## src/rtl/osc_bank_if.sv

```systemverilog
// osc_bank_if
//   Bus between the oscillator bank and its controller/mixer.
//   master : drives tick and the channel config write port, receives the
//            sample stream (busy, out, out_ch, out_valid).
//   slave  : the oscillator bank itself.
//   Parameters must match the osc_bank instance they connect to.
interface osc_bank_if #(
    parameter int BITDEPTH = 14,
    parameter int CHANNELS = 4
);
    localparam int CHW = (CHANNELS > 1) ? $clog2(CHANNELS) : 1;

    logic                tick;
    logic                cfg_we;
    logic [CHW-1:0]      cfg_ch;
    logic [15:0]         cfg_inc;
    logic [2:0]          cfg_wave;
    logic [BITDEPTH-1:0] cfg_pw;
    logic                cfg_phase_rst;
    logic                busy;
    logic [BITDEPTH-1:0] out;
    logic [CHW-1:0]      out_ch;
    logic                out_valid;

    modport master (
        output tick, cfg_we, cfg_ch, cfg_inc, cfg_wave, cfg_pw, cfg_phase_rst,
        input  busy, out, out_ch, out_valid
    );

    modport slave (
        input  tick, cfg_we, cfg_ch, cfg_inc, cfg_wave, cfg_pw, cfg_phase_rst,
        output busy, out, out_ch, out_valid
    );
endinterface

```

## src/rtl/osc_bank.sv

```systemverilog
// osc_bank
//   Time-multiplexed bank of CHANNELS phase-accumulator oscillators. A tick
//   starts a sweep; one shared datapath advances one channel per clock and
//   streams the resulting sample with its channel index and a valid strobe.
// Ports
//   sample_clock : sole clock, rising edge
//   rst          : asynchronous, active-high reset
//   bus          : osc_bank_if.slave (tick, config write port, sample stream)
module osc_bank #(
    parameter int BITDEPTH    = 14,
    parameter int BITFRACTION = 6,
    parameter int CHANNELS    = 4
) (
    input  logic      sample_clock,
    input  logic      rst,
    osc_bank_if.slave bus
);
    localparam int ACCW = BITDEPTH + BITFRACTION;
    localparam int TOP  = ACCW - 1;
    localparam int SUMW = ACCW + 1;
    localparam int CHW  = (CHANNELS > 1) ? $clog2(CHANNELS) : 1;

    localparam logic [BITDEPTH-1:0] MAX    = {BITDEPTH{1'b1}};
    localparam logic [BITDEPTH-1:0] MID    = {1'b0, {(BITDEPTH-1){1'b1}}};
    localparam logic [BITDEPTH-1:0] PW_RST = {1'b1, {(BITDEPTH-1){1'b0}}};
    localparam logic [CHW-1:0]      LAST_CH = CHW'(CHANNELS - 1);

    localparam logic [2:0] W_SAW   = 3'd0;
    localparam logic [2:0] W_TRI   = 3'd1;
    localparam logic [2:0] W_PULSE = 3'd2;
    localparam logic [2:0] W_SUB   = 3'd3;
    localparam logic [2:0] W_NOISE = 3'd4;

    typedef enum logic {IDLE = 1'b0, RUN = 1'b1} state_t;

    state_t              r_state;
    logic [CHW-1:0]      r_ch;
    logic [15:0]         r_lfsr;
    logic                r_busy;
    logic [BITDEPTH-1:0] r_out;
    logic [CHW-1:0]      r_out_ch;
    logic                r_out_valid;

    // per-channel state
    logic [ACCW-1:0]     r_acc   [CHANNELS];
    logic [15:0]         r_inc   [CHANNELS];
    logic [2:0]          r_wave  [CHANNELS];
    logic [BITDEPTH-1:0] r_pw    [CHANNELS];
    logic                r_sub   [CHANNELS];
    logic [BITDEPTH-1:0] r_noise [CHANNELS];

    logic                w_run;
    logic [SUMW-1:0]     w_sum;
    logic                w_carry;
    logic                w_hit_rst;
    logic [ACCW-1:0]     w_acc_new;
    logic                w_sub_new;
    logic [BITDEPTH-1:0] w_noise_new;
    logic [BITDEPTH-1:0] w_ph;
    logic [BITDEPTH-1:0] w_tri;
    logic [BITDEPTH-1:0] w_sample;
    logic                w_fb;
    logic [15:0]         w_lfsr_next;

    assign w_run = (r_state == RUN);

    // shared datapath: operate on the channel selected by r_ch
    assign w_sum   = SUMW'(r_acc[r_ch]) + SUMW'(r_inc[r_ch]);
    assign w_carry = w_sum[ACCW];

    // a phase reset aimed at the channel being processed wins over the
    // accumulate, and the sample is produced from the cleared state
    assign w_hit_rst = w_run && bus.cfg_we && bus.cfg_phase_rst && (bus.cfg_ch == r_ch);

    always_comb begin
        w_acc_new   = w_sum[TOP:0];
        w_sub_new   = r_sub[r_ch] ^ w_carry;
        w_noise_new = w_carry ? r_lfsr[15 -: BITDEPTH] : r_noise[r_ch];
        if (w_hit_rst) begin
            w_acc_new   = '0;
            w_sub_new   = 1'b0;
            w_noise_new = '0;
        end
    end

    assign w_ph  = w_acc_new[TOP -: BITDEPTH];
    // fold the half-cycle below the MSB into a rising/falling ramp
    assign w_tri = w_acc_new[TOP] ? ~w_acc_new[TOP-1 -: BITDEPTH]
                                  :  w_acc_new[TOP-1 -: BITDEPTH];

    always_comb begin
        w_sample = MID;
        case (r_wave[r_ch])
            W_SAW:   w_sample = w_ph;
            W_TRI:   w_sample = w_tri;
            W_PULSE: w_sample = (w_ph < r_pw[r_ch]) ? MAX : '0;
            W_SUB:   w_sample = w_sub_new ? MAX : '0;
            W_NOISE: w_sample = w_noise_new;
            default: w_sample = MID;
        endcase
    end

    // Fibonacci LFSR, polynomial x^16+x^14+x^13+x^11+1, right-shifting
    assign w_fb        = r_lfsr[0] ^ r_lfsr[2] ^ r_lfsr[3] ^ r_lfsr[5];
    assign w_lfsr_next = {w_fb, r_lfsr[15:1]};

    // sequencer and registered outputs
    always_ff @(posedge sample_clock or posedge rst) begin
        if (rst) begin
            r_state     <= IDLE;
            r_ch        <= '0;
            r_busy      <= 1'b0;
            r_out       <= MID;
            r_out_ch    <= '0;
            r_out_valid <= 1'b0;
            r_lfsr      <= 16'hACE1;
        end else begin
            r_lfsr      <= w_lfsr_next;
            r_out_valid <= w_run;
            if (w_run) begin
                r_out    <= w_sample;
                r_out_ch <= r_ch;
            end
            if (r_state == IDLE) begin
                if (bus.tick) begin
                    r_state <= RUN;
                    r_ch    <= '0;
                    r_busy  <= 1'b1;
                end
            end else begin
                if (r_ch == LAST_CH) begin
                    r_ch <= '0;
                    // a tick on the last channel chains the next sweep
                    // without a gap; otherwise ticks in RUN are dropped
                    if (!bus.tick) begin
                        r_state <= IDLE;
                        r_busy  <= 1'b0;
                    end
                end else begin
                    r_ch <= r_ch + 1'b1;
                end
            end
        end
    end

    // per-channel registers; config writes to channels >= CHANNELS match
    // no entry and are dropped
    always_ff @(posedge sample_clock or posedge rst) begin
        if (rst) begin
            for (int k = 0; k < CHANNELS; k++) begin
                r_acc[k]   <= '0;
                r_inc[k]   <= '0;
                r_wave[k]  <= W_SAW;
                r_pw[k]    <= PW_RST;
                r_sub[k]   <= 1'b0;
                r_noise[k] <= '0;
            end
        end else begin
            for (int k = 0; k < CHANNELS; k++) begin
                if (bus.cfg_we && (bus.cfg_ch == CHW'(k))) begin
                    r_inc[k]  <= bus.cfg_inc;
                    r_wave[k] <= bus.cfg_wave;
                    r_pw[k]   <= bus.cfg_pw;
                end
                if (w_run && (r_ch == CHW'(k))) begin
                    r_acc[k]   <= w_acc_new;
                    r_sub[k]   <= w_sub_new;
                    r_noise[k] <= w_noise_new;
                end else if (bus.cfg_we && bus.cfg_phase_rst && (bus.cfg_ch == CHW'(k))) begin
                    r_acc[k]   <= '0;
                    r_sub[k]   <= 1'b0;
                    r_noise[k] <= '0;
                end
            end
        end
    end

    assign bus.busy      = r_busy;
    assign bus.out       = r_out;
    assign bus.out_ch    = r_out_ch;
    assign bus.out_valid = r_out_valid;

endmodule

```

## src/flat_wrapper.sv

```systemverilog
// flat-port wrapper written by rule: the top's interface ports become plain ports
module osc_bank_flat 
#(
    parameter int BITDEPTH    = 14,
    parameter int BITFRACTION = 6,
    parameter int CHANNELS    = 4
)
  (sample_clock, rst, bus_tick, bus_cfg_we, bus_cfg_ch, bus_cfg_inc, bus_cfg_wave, bus_cfg_pw, bus_cfg_phase_rst, bus_busy, bus_out, bus_out_ch, bus_out_valid);
  osc_bank_if #(.BITDEPTH(BITDEPTH), .CHANNELS(CHANNELS)) bus_i ();
  input  logic sample_clock;
  input  logic rst;
  input wire logic [$bits(bus_i.tick)-1:0] bus_tick;
  input wire logic [$bits(bus_i.cfg_we)-1:0] bus_cfg_we;
  input wire logic [$bits(bus_i.cfg_ch)-1:0] bus_cfg_ch;
  input wire logic [$bits(bus_i.cfg_inc)-1:0] bus_cfg_inc;
  input wire logic [$bits(bus_i.cfg_wave)-1:0] bus_cfg_wave;
  input wire logic [$bits(bus_i.cfg_pw)-1:0] bus_cfg_pw;
  input wire logic [$bits(bus_i.cfg_phase_rst)-1:0] bus_cfg_phase_rst;
  output wire logic [$bits(bus_i.busy)-1:0] bus_busy;
  output wire logic [$bits(bus_i.out)-1:0] bus_out;
  output wire logic [$bits(bus_i.out_ch)-1:0] bus_out_ch;
  output wire logic [$bits(bus_i.out_valid)-1:0] bus_out_valid;
  assign bus_i.tick = bus_tick;
  assign bus_i.cfg_we = bus_cfg_we;
  assign bus_i.cfg_ch = bus_cfg_ch;
  assign bus_i.cfg_inc = bus_cfg_inc;
  assign bus_i.cfg_wave = bus_cfg_wave;
  assign bus_i.cfg_pw = bus_cfg_pw;
  assign bus_i.cfg_phase_rst = bus_cfg_phase_rst;
  assign bus_busy = bus_i.busy;
  assign bus_out = bus_i.out;
  assign bus_out_ch = bus_i.out_ch;
  assign bus_out_valid = bus_i.out_valid;
  osc_bank #(.BITDEPTH(BITDEPTH), .BITFRACTION(BITFRACTION), .CHANNELS(CHANNELS)) u_core (.sample_clock(sample_clock), .rst(rst), .bus(bus_i));
endmodule
```

## config.mk

```make
export PLATFORM = sky130hd
export DESIGN_NAME = osc_bank_flat
export DESIGN_NICKNAME = d
export VERILOG_FILES = /design/src/rtl/osc_bank_if.sv /design/src/rtl/osc_bank.sv /design/src/flat_wrapper.sv
export SDC_FILE = /design/constraint.sdc
export NUM_CORES = 1
export LEC_CHECK = 0
export CAP_MARGIN = 5
export CELL_PAD_IN_SITES_DETAIL_PLACEMENT = 0
export CELL_PAD_IN_SITES_GLOBAL_PLACEMENT = 1
export CORE_UTILIZATION = 50
export DETAILED_ROUTE_END_ITERATION = 6
export PLACE_DENSITY = 0.85
export RECOVER_POWER = 100
export REMOVE_ABC_BUFFERS = 1
export SYNTH_ARGS = -nofsm -noshare
export SYNTH_HDL_FRONTEND = slang
export SYNTH_SLANG_ARGS = --single-unit
```

## constraint.sdc

```tcl
create_clock -name sample_clock -period 30.6 [get_ports sample_clock]
set_input_delay 6.12 -clock sample_clock [delete_from_list [all_inputs] [get_ports sample_clock]]
set_output_delay 6.12 -clock sample_clock [all_outputs]
set_load 0.02 [all_outputs]
```

==> metrics.md, run 1 <==
| Metric | Value |
|---|---|
| Status | `finished with violations` |
| Failing checks | `max-capacitance violations, max-slew violations` |
| Crit path setup slack, layout | `between 15 and 20 ns` |
| Hold crit path type | `register to register` |
| Post-synthesis xor/xnor area fraction | `under 10%` |
| Detailed-route via count | `just under 10000` |
| Worst-Margin Slew | `roughly 4.3 ns` |
| CTS root buf | `clkbuf_16` |
| Final Routed Wirelength | `around 35 mm` |
| Share of layout cells above drive strength 1 | `~25%` |
| Startpoint Class | `input pin` |
| Reg power frac | `28.3%` |
| Synth Area in Adders | `2.911%` |
| R2r worst-path depth | `18` |
| Sum Neg Setup Slack | `0 ns` |
| Mean Syn Cell Area | `approximately 13 um2` |
| Post-synth ARST share | `between 90% and 100%` |
| P_leak | `roughly 7.5 nW` |
| Crit path kind | `input pin to async pin` |
| Register area share after synthesis | `a little over half` |
| Vias in the first global route | `10190` |
| CP max FO | `slightly below 80` |
| DRT iter0 DRCs | `660` |
| Warnings from Yosys | `0` |
| Clock sink count | `309` |
| CP max stage cell | `clkbuf_1` |
| Worst Hold Path EP | `u_core.r_lfsr[0]$_DFF_PP1_` |
| Slew HR | `-184.5%` |
| Arr. time, crit path | `roughly 14 ns` |
| R2R Path Start | `u_core.r_ch[0]$_DFFE_PP0P_` |
| Switching Share | `roughly two fifths` |
| Longest Clk Path Bufs | `3` |
| Port Buffers | `57` |
| Most frequent cells in the layout | `dfrtp_1, mux2_2, a22o_1` |
| Initial antenna violation count | `0` |
| WHS Path Cells | `0` |
| Resize count post-CTS | `0` |
| DRC | `0` |
| Post-DP Area | `between 15000 and 20000 um2` |
| Remaining antenna violation count | `0` |
| H-tree levels | `2` |
| Hold_buf cts | `0` |
| RSZ-0062 raised after global routing | `false` |
| Number of synthesized flops with an enable pin | `0` |
| Mux share of post-synthesis cell area | `between 20% and 30%` |
| Crit path required time | `29.70 ns` |
| Clock Latency Late Sink | `0.52 ns` |
| Fillers | `2370` |
| Post-CTS Setup Bufs | `0` |
| Initial Util | `51.25%` |
| Max-cap viol count | `8` |
| Dpl ws | `~20 ns` |
| Cell Pwr Density | `about 120 nW/um2` |
| Register bit total from synthesis | `a little over 300` |
| Worst min-delay path startpoint | `u_core.r_lfsr[1]$_DFF_PP0_` |
| Clock transition at path regs | `approximately 0.060 ns` |
| Critical Path Max Stage Delay | `around 3.0 ns` |
| R2R Path End | `u_core.bus.out[9]$_DFFE_PP1P_` |
| Synth Instances | `about 1100` |
| Hold Fails Final Rpt | `0` |
| Clock network fraction of design power | `between 10% and 20%` |
| Core area | `29010 um2` |
| 1st-pass router iterations | `5` |
| Die area | `30430 um2` |
| Area share of the largest cell type after synthesis | `between 40% and 50%` |
| Synth Area in Simple Gates | `5.890%` |
| Number of inserted diodes | `0` |
| Remaining global-route overflow | `0` |
| Area grow syn2layout | `13.61%` |
| Max VDD drop | `0.06244 mV` |
| Nets@finish | `1250` |
| Via density | `around 6.2` |
| Final slew viol count | `around 450` |
| Largest net degree at the start of global routing | `85` |
| Die width | `about 170 um` |
| Sequence of cells on the critical path | `dlygate4sd3_1 > clkinvlp_2 > clkbuf_1 > clkbuf_1` |
| Max frequency | `approximately 0.066 GHz` |
| Combinational power share | `51.8%` |
| Final setup viols | `0` |
| Yosys top cell by area | `dfrtp_1` |
| Placed Instances | `1523` |
| Rows | `62` |
| Gpl congestion | `around 0.90` |
| Clock skew | `roughly 0.017 ns` |
| I/O pin cnt | `between 50 and 60` |
| Mapped Area | `14870 um2` |
| Netlist cell types | `57` |
| WL/cell | `roughly 22 um` |
| HPWL after detailed placement | `roughly 22 mm` |
| Dominant synthesized flop cell | `dfrtp_1` |
| Power Internal | `roughly 1.2 mW` |
| TritonCTS clock tree | `done` |
| First-pass GRT wire length | `between 50 and 60 mm` |
| Worst setup EP type | `async pin` |
| Compound-gate portion of the synthesized area | `around an eighth` |
| Main combinational cell family by area after synthesis | `multiplexers` |
| Reg-to-reg slack, setup | `23.56 ns` |
| Die height | `between 150 and 200 um` |
| Final Cycle Share | `approximately 50%` |
| Cell area after layout | `around 17000 um2` |
| Most common library cell in the layout ignoring fill and taps | `dfrtp_1` |
| CTS buffer count | `35` |
| Crit path time final | `between 15 and 20 ns` |
| GRT Total Usage | `approximately 24%` |
| Synth area leaders | `dfrtp_1, mux4_2, mux2_2` |
| Fin cells | `roughly 1600` |
| Crit-path most repeated cell | `clkbuf_1` |
| Sw Pwr | `approximately 0.86 mW` |
[worst max path at each step]
stage               start                             to
3_5_place_dp   bus_cfg_we  u_core.bus.out[9]$_DFFE_PP1P_
4_1_cts        bus_cfg_we  u_core.bus.out[9]$_DFFE_PP1P_
3_3_place_gp   bus_cfg_we  u_core.bus.out[9]$_DFFE_PP1P_
2_1_floorplan         rst    u_core.bus.busy$_DFFE_PP0P_
6_report              rst     u_core.r_ch[0]$_DFFE_PP0P_
5_1_grt               rst     u_core.r_ch[0]$_DFFE_PP0P_
[Yosys cell counts, types with 2 or more instances]
master	number
a211o_1	3
a21boi_0	4
a21o_1	11
a21o_2	2
a21oi_1	26
a22o_1	100
a31oi_1	19
a32o_1	4
and2_1	13
and3_1	4
and4_1	3
buf_1	4
buf_2	9
buf_4	2
clkbuf_1	64
dfrtp_1	284
dfstp_2	25
ha_1	33
inv_1	31
mux2_2	134
mux2i_1	17
mux4_2	68
nand2_1	78
nand2b_1	6
nand3_1	11
nand4_1	5
nor2_1	52
nor2b_1	2
nor3_1	3
nor3b_1	2
o211a_1	2
o211ai_1	7
o21ai_0	57
o31ai_1	2
or2_2	4
or3_1	5
xnor2_1	22
xor2_1	7
[power by group through the flow]
stage	registers [mW]	logic (mW)	clock network, mW
2_1_floorplan	0.605	0.743	0
3_3_place_gp	0.587	1.05	0
3_5_place_dp	0.592	1.06	0
4_1_cts	0.586	1.07	0.423
5_1_grt	0.599	1.17	0.438
6_report	0.587	1.08	0.414
[kinds of logic (layout without fill, tap and decap cells)]
group,after synthesis,after routing
flip-flops,309,309
AO/OA/AOI/OAI,249,249
XOR/XNOR,31,31
multiplexers,219,219
AND/OR/NAND/NOR,191,191
buffers and inverters,111,169
adder cells (fa/ha/maj),34,34
[per-layer routing]
layer / wire [um] / vias up / share of wire (%) / global-route usage (%)
met1: 15520 / 5103 / 44 / 34.12
met4: 782 / 0 / 2.2 / 7.493
met2: 17090 / 291 / 48 / 39.81
li1: - / 4306 / - / -
met5: 0 / - / 0 / 0
met3: 2018 / 59 / 5.7 / 3.478
[through the flow]
stage | hold WS [ns] | util, % | power [mW]
after CTS | 0.3559 | 58.40 | 2.083
after detailed placement | 0.3418 | 54.46 | 1.656
final | 0.3518 | 58.23 | 2.076
after global routing | 0.3666 | 58.23 | 2.209
after global placement | 0.3391 | 54.46 | 1.639
after floorplan | 0.3330 | - | 1.348
[cell type report]
type | count | area (um2) | share of cell area (%)
sequential | 309 | 7771 | 46.00
inverter | 31 | 117.6 | 0.6961
clock buffer | 55 | 1044 | 6.176
multi-input combinational | 724 | 6704 | 39.68
timing repair buffer | 75 | 679.4 | 4.021
tap | 384 | 480.5 | 2.844
clock inverter | 8 | 98.84 | 0.5851
[registers in the layout (all words and copies together), names as in the netlist]
register	flops
u_core.r_acc	80
u_core.r_inc	64
u_core.r_noise	56
u_core.r_pw	56
u_core.r_lfsr	16
u_core.bus.out	14
u_core.r_wave	12
u_core.r_sub	4
u_core.bus.out_ch	2
u_core.r_ch	2
u_core.bus.busy	1
u_core.bus.out_valid	1
u_core.r_state	1
[critical path: cells and delay by family]
kind / cells / cell delay, ns
buffers and inverters: 4 / 8.10
No activity file was read; power rests on OpenSTA's default activity.
==> run 2, diff against run 1 <==
==> constraint.sdc (replaced) <==
create_clock -name sample_clock -period 15.45 [get_ports sample_clock]
set_input_delay 3.09 -clock sample_clock [delete_from_list [all_inputs] [get_ports sample_clock]]
set_output_delay 3.09 -clock sample_clock [all_outputs]
set_load 0.02 [all_outputs]
==> run 2 against run 1 <==
Effect of this change:
- the run still ends with max-capacitance violations, max-slew violations left
- wire length decreased by 1.1%
- critical endpoint is now u_core.bus.out[9]$_DFFE_PP1P_
- largest cell class unchanged
- worst setup slack got worse by 8.3 ns
- largest power group unchanged
- flip-flop and latch count unchanged
- highest routed layer unchanged
==> metrics.md, run 2 (synthesized netlist as in run 1, its figures left out) <==
| Metric | Value |
|---|---|
| Status | `finished with violations (unchanged)` |
| Failing checks | `max-capacitance violations, max-slew violations (unchanged)` |
| Grt peak-use layer | `met2 (unchanged)` |
| R2r worst-path depth | `17 (was 18)` |
| H-tree levels | `2 (unchanged)` |
| Core area | `29010 um2 (unchanged)` |
| WL/cell | `22.07 um (was 22.32 um)` |
| Area grow syn2layout | `13.88% (was 13.61%)` |
| Post-CTS Setup Bufs | `0 (unchanged)` |
| Clock skew | `0.02822 ns (was 0.01696 ns)` |
| CP max stage cell | `clkbuf_1 (unchanged)` |
| Fin Hold WS | `0.3521 ns (was 0.3518 ns)` |
| Sequential cell area | `7771 um2 (unchanged)` |
| Crit path required time | `15.82 ns (was 29.70 ns)` |
| Reg power frac | `28.3% (about the same)` |
| Largest Register | `u_core.r_acc (unchanged)` |
| Most frequent cells in the layout | `dfrtp_1, mux2_2, a22o_1 (unchanged)` |
| Placed Instances | `1521 (was 1523)` |
| Remaining antenna violation count | `0 (unchanged)` |
| Crit path time final | `8.423 ns` |
| P_leak | `7.514 nW (was 7.491 nW)` |
| CTS root buf | `clkbuf_16 (unchanged)` |
| Share of layout cells above drive strength 1 | `25.54% (was 25.21%)` |
| Detailed-route via count | `9659 (was 9759)` |
| Die width | `174.5 um (unchanged)` |
| Initial Util | `51.25% (unchanged)` |
| Hold Fails Final Rpt | `0 (unchanged)` |
| Largest register FFs | `80 (unchanged)` |
| Final Cycle Share | `between 50% and 60%` |
| Reg-to-reg slack, setup | `8.20 ns (was 23.56 ns)` |
| Vias in the first global route | `10300 (was 10190)` |
| Resize count post-CTS | `0 (unchanged)` |
| Critical path depth | `15 (was 4)` |
| Largest net degree at the start of global routing | `170 (was 85)` |
| Crit path setup slack, layout | `7.027 ns (was 15.36 ns)` |
| Via density | `6.090 (was 6.153)` |
| Final slew viol count | `277 (was 452)` |
| Slew HR | `-309.2% (was -184.5%)` |
| Worst setup EP type | `register (was async pin)` |
| Die area | `30430 um2 (unchanged)` |
| CP startpoint | `bus_cfg_we (was rst)` |
| GRT Total Usage | `24.38% (was 24.45%)` |
| Die height | `174.5 um (unchanged)` |
| Arr. time, crit path | `8.79 ns (was 14.35 ns)` |
| TritonCTS clock tree | `done (unchanged)` |
| Initial antenna violation count | `0 (unchanged)` |
| HPWL after detailed placement | `21.83 mm (was 22.01 mm)` |
| R2R Path End | `u_core.bus.out[9]$_DFFE_PP1P_ (unchanged)` |
| Startpoint Class | `input pin (unchanged)` |
| Longest Clk Path Bufs | `3 (unchanged)` |
| Switching Share | `41.52% (was 41.63%)` |
| First-pass GRT wire length | `57.91 mm (was 57.50 mm)` |
| WP buf/inv | `3 (was 4)` |
| Clock transition at path regs | `0.06 ns (about the same)` |
| Footprint of the multi-input gates | `6704 um2 (unchanged)` |
| Crit path kind | `input pin to register (was input pin to async pin)` |
| Nets@finish | `1249 (was 1250)` |
| Max VDD drop | `0.1105 mV (was 0.06244 mV)` |
| Fillers | `2385 (was 2370)` |
| RSZ-0062 raised after global routing | `false (unchanged)` |
| DRT iter0 DRCs | `689 (was 660)` |
| M2 GR Usage | `39.48% (was 39.81%)` |
| Max-cap viol count | `5 (was 8)` |
| Final Routed Wirelength | `35.01 mm (was 35.40 mm)` |
| Sum Neg Setup Slack | `0 ns (unchanged)` |
| Gpl congestion | `0.8663 (was 0.9032)` |
| Hold crit path type | `register to register (unchanged)` |
| Worst path top cell family by delay | `buffers and inverters (unchanged)` |
| CTS buffer count | `36 (was 35)` |
| Clock Latency Late Sink | `0.52 ns (about the same)` |
| Crit path to | `u_core.bus.out[9]$_DFFE_PP1P_ (was u_core.r_ch[0]$_DFFE_PP0P_)` |
| Clock network fraction of design power | `20.1% (was 19.9%)` |
| 1st-pass router iterations | `5 (unchanged)` |
| Most common library cell in the layout ignoring fill and taps | `dfrtp_1 (unchanged)` |
| Critical Path Max Stage Delay | `1.08 ns (was 2.99 ns)` |
| Sequence of cells on the critical path | `dlygate4sd3_1 > and2_0 > and4_1 > clkbuf_1 > nor2_1 > mux2i_1 > inv_1 > ha_1 > nand4_1 > nor2_1 > o21ai_0 > o21ai_0 > o311ai_0 > a21oi_1 > a41oi_1 (was dlygate4sd3_1 > clkinvlp_2 > clkbuf_1 > clkbuf_1)` |
| Cell Pwr Density | `242.6 nW/um2 (was 122.9 nW/um2)` |
| DRC | `0 (unchanged)` |
| Worst-Margin Slew | `6.105 ns (was 4.268 ns)` |
| Met1 Usage GRT | `34.44% (was 34.12%)` |
| Remaining global-route overflow | `0 (unchanged)` |
| Fin cells | `1586 (unchanged)` |
| Biggest regs | `u_core.r_acc x80, u_core.r_inc x64 (unchanged)` |
| Port Buffers | `57 (unchanged)` |
| Final setup viols | `0 (unchanged)` |
| Global Route met3 Usage | `3.478% (unchanged)` |
| Number of inserted diodes | `0 (unchanged)` |
| Dpl ws | `7.646 ns (was 19.88 ns)` |
| I/O pin cnt | `58 (unchanged)` |
| Rows | `62 (unchanged)` |
| Power Internal | `2.403 mW (was 1.212 mW)` |
| R2R Path Start | `u_core.r_ch[0]$_DFFE_PP0P_ (unchanged)` |
| Sw Pwr | `1.706 mW (was 0.8643 mW)` |
| Hold_buf cts | `0 (unchanged)` |
| Combinational power share | `51.6% (was 51.8%)` |
| Final core utilization | `58.37% (was 58.23%)` |
| CP max FO | `25 (was 79)` |
| Max frequency | `roughly 0.12 GHz` |
| Clock sink count | `309 (unchanged)` |
## run 2: worst reg2reg max path, stage by stage, from the launching register on
cell	delay, ns
dfrtp_4	0.81
buf_4	0.79
mux4_2	0.66
ha_1	0.38
a21o_1	0.22
a211o_1	0.33
a211o_1	0.40
o211ai_4	0.33
mux2i_1	0.65
inv_1	0.17
ha_1	0.34
nand4_1	0.13
nor2_1	0.11
o21ai_0	0.08
o21ai_0	0.26
o311ai_0	0.22
a21oi_1	0.99
a41oi_1	0.23
## run 2: through the flow
step                power, mW  instance area [um2]
global placement        3.243                15800
finish                  4.109                16940
detailed placement      3.289                15800
global route            4.404                16940
floorplan               2.670                14540
CTS                     4.135                16970
## run 2: how the worst min path moves through the flow
stage                          startpoint                         end  slack, ns  cells after the start
2_1_floorplan  u_core.r_lfsr[1]$_DFF_PP0_  u_core.r_lfsr[0]$_DFF_PP1_       0.33                      0
3_3_place_gp   u_core.r_lfsr[1]$_DFF_PP0_  u_core.r_lfsr[0]$_DFF_PP1_       0.34                      0
3_5_place_dp   u_core.r_lfsr[1]$_DFF_PP0_  u_core.r_lfsr[0]$_DFF_PP1_       0.34                      0
4_1_cts        u_core.r_lfsr[1]$_DFF_PP0_  u_core.r_lfsr[0]$_DFF_PP1_       0.35                      0
5_1_grt        u_core.r_lfsr[1]$_DFF_PP0_  u_core.r_lfsr[0]$_DFF_PP1_       0.37                      0
6_report       u_core.r_lfsr[1]$_DFF_PP0_  u_core.r_lfsr[0]$_DFF_PP1_       0.35                      0
## run 2: power groups by stage
stage	combinational (mW)	clock, mW	sequential [mW]
6_report	2.12	0.826	1.16
5_1_grt	2.34	0.878	1.19
4_1_cts	2.13	0.844	1.16
3_5_place_dp	2.12	0	1.17
3_3_place_gp	2.08	0	1.16
2_1_floorplan	1.47	0	1.20
## run 2: cell type report
class                      instances  area share [%]
sequential                       309           45.89
multi-input combinational        724           39.59
clock buffer                      57           6.450
timing repair buffer              73           4.064
tap                              384           2.837
inverter                          31          0.6945
clock inverter                     8          0.4802
## run 2: layer usage
| metal | share of wire, % | wire length [um] | up-vias |
|---|---|---|---|
| met2 | 48 | 16940 | 262 |
| met4 | 2.0 | 686 | 0 |
| met5 | 0 | 0 | - |
| met3 | 4.9 | 1704 | 67 |
| li1 | - | - | 4316 |
| met1 | 45 | 15680 | 5014 |
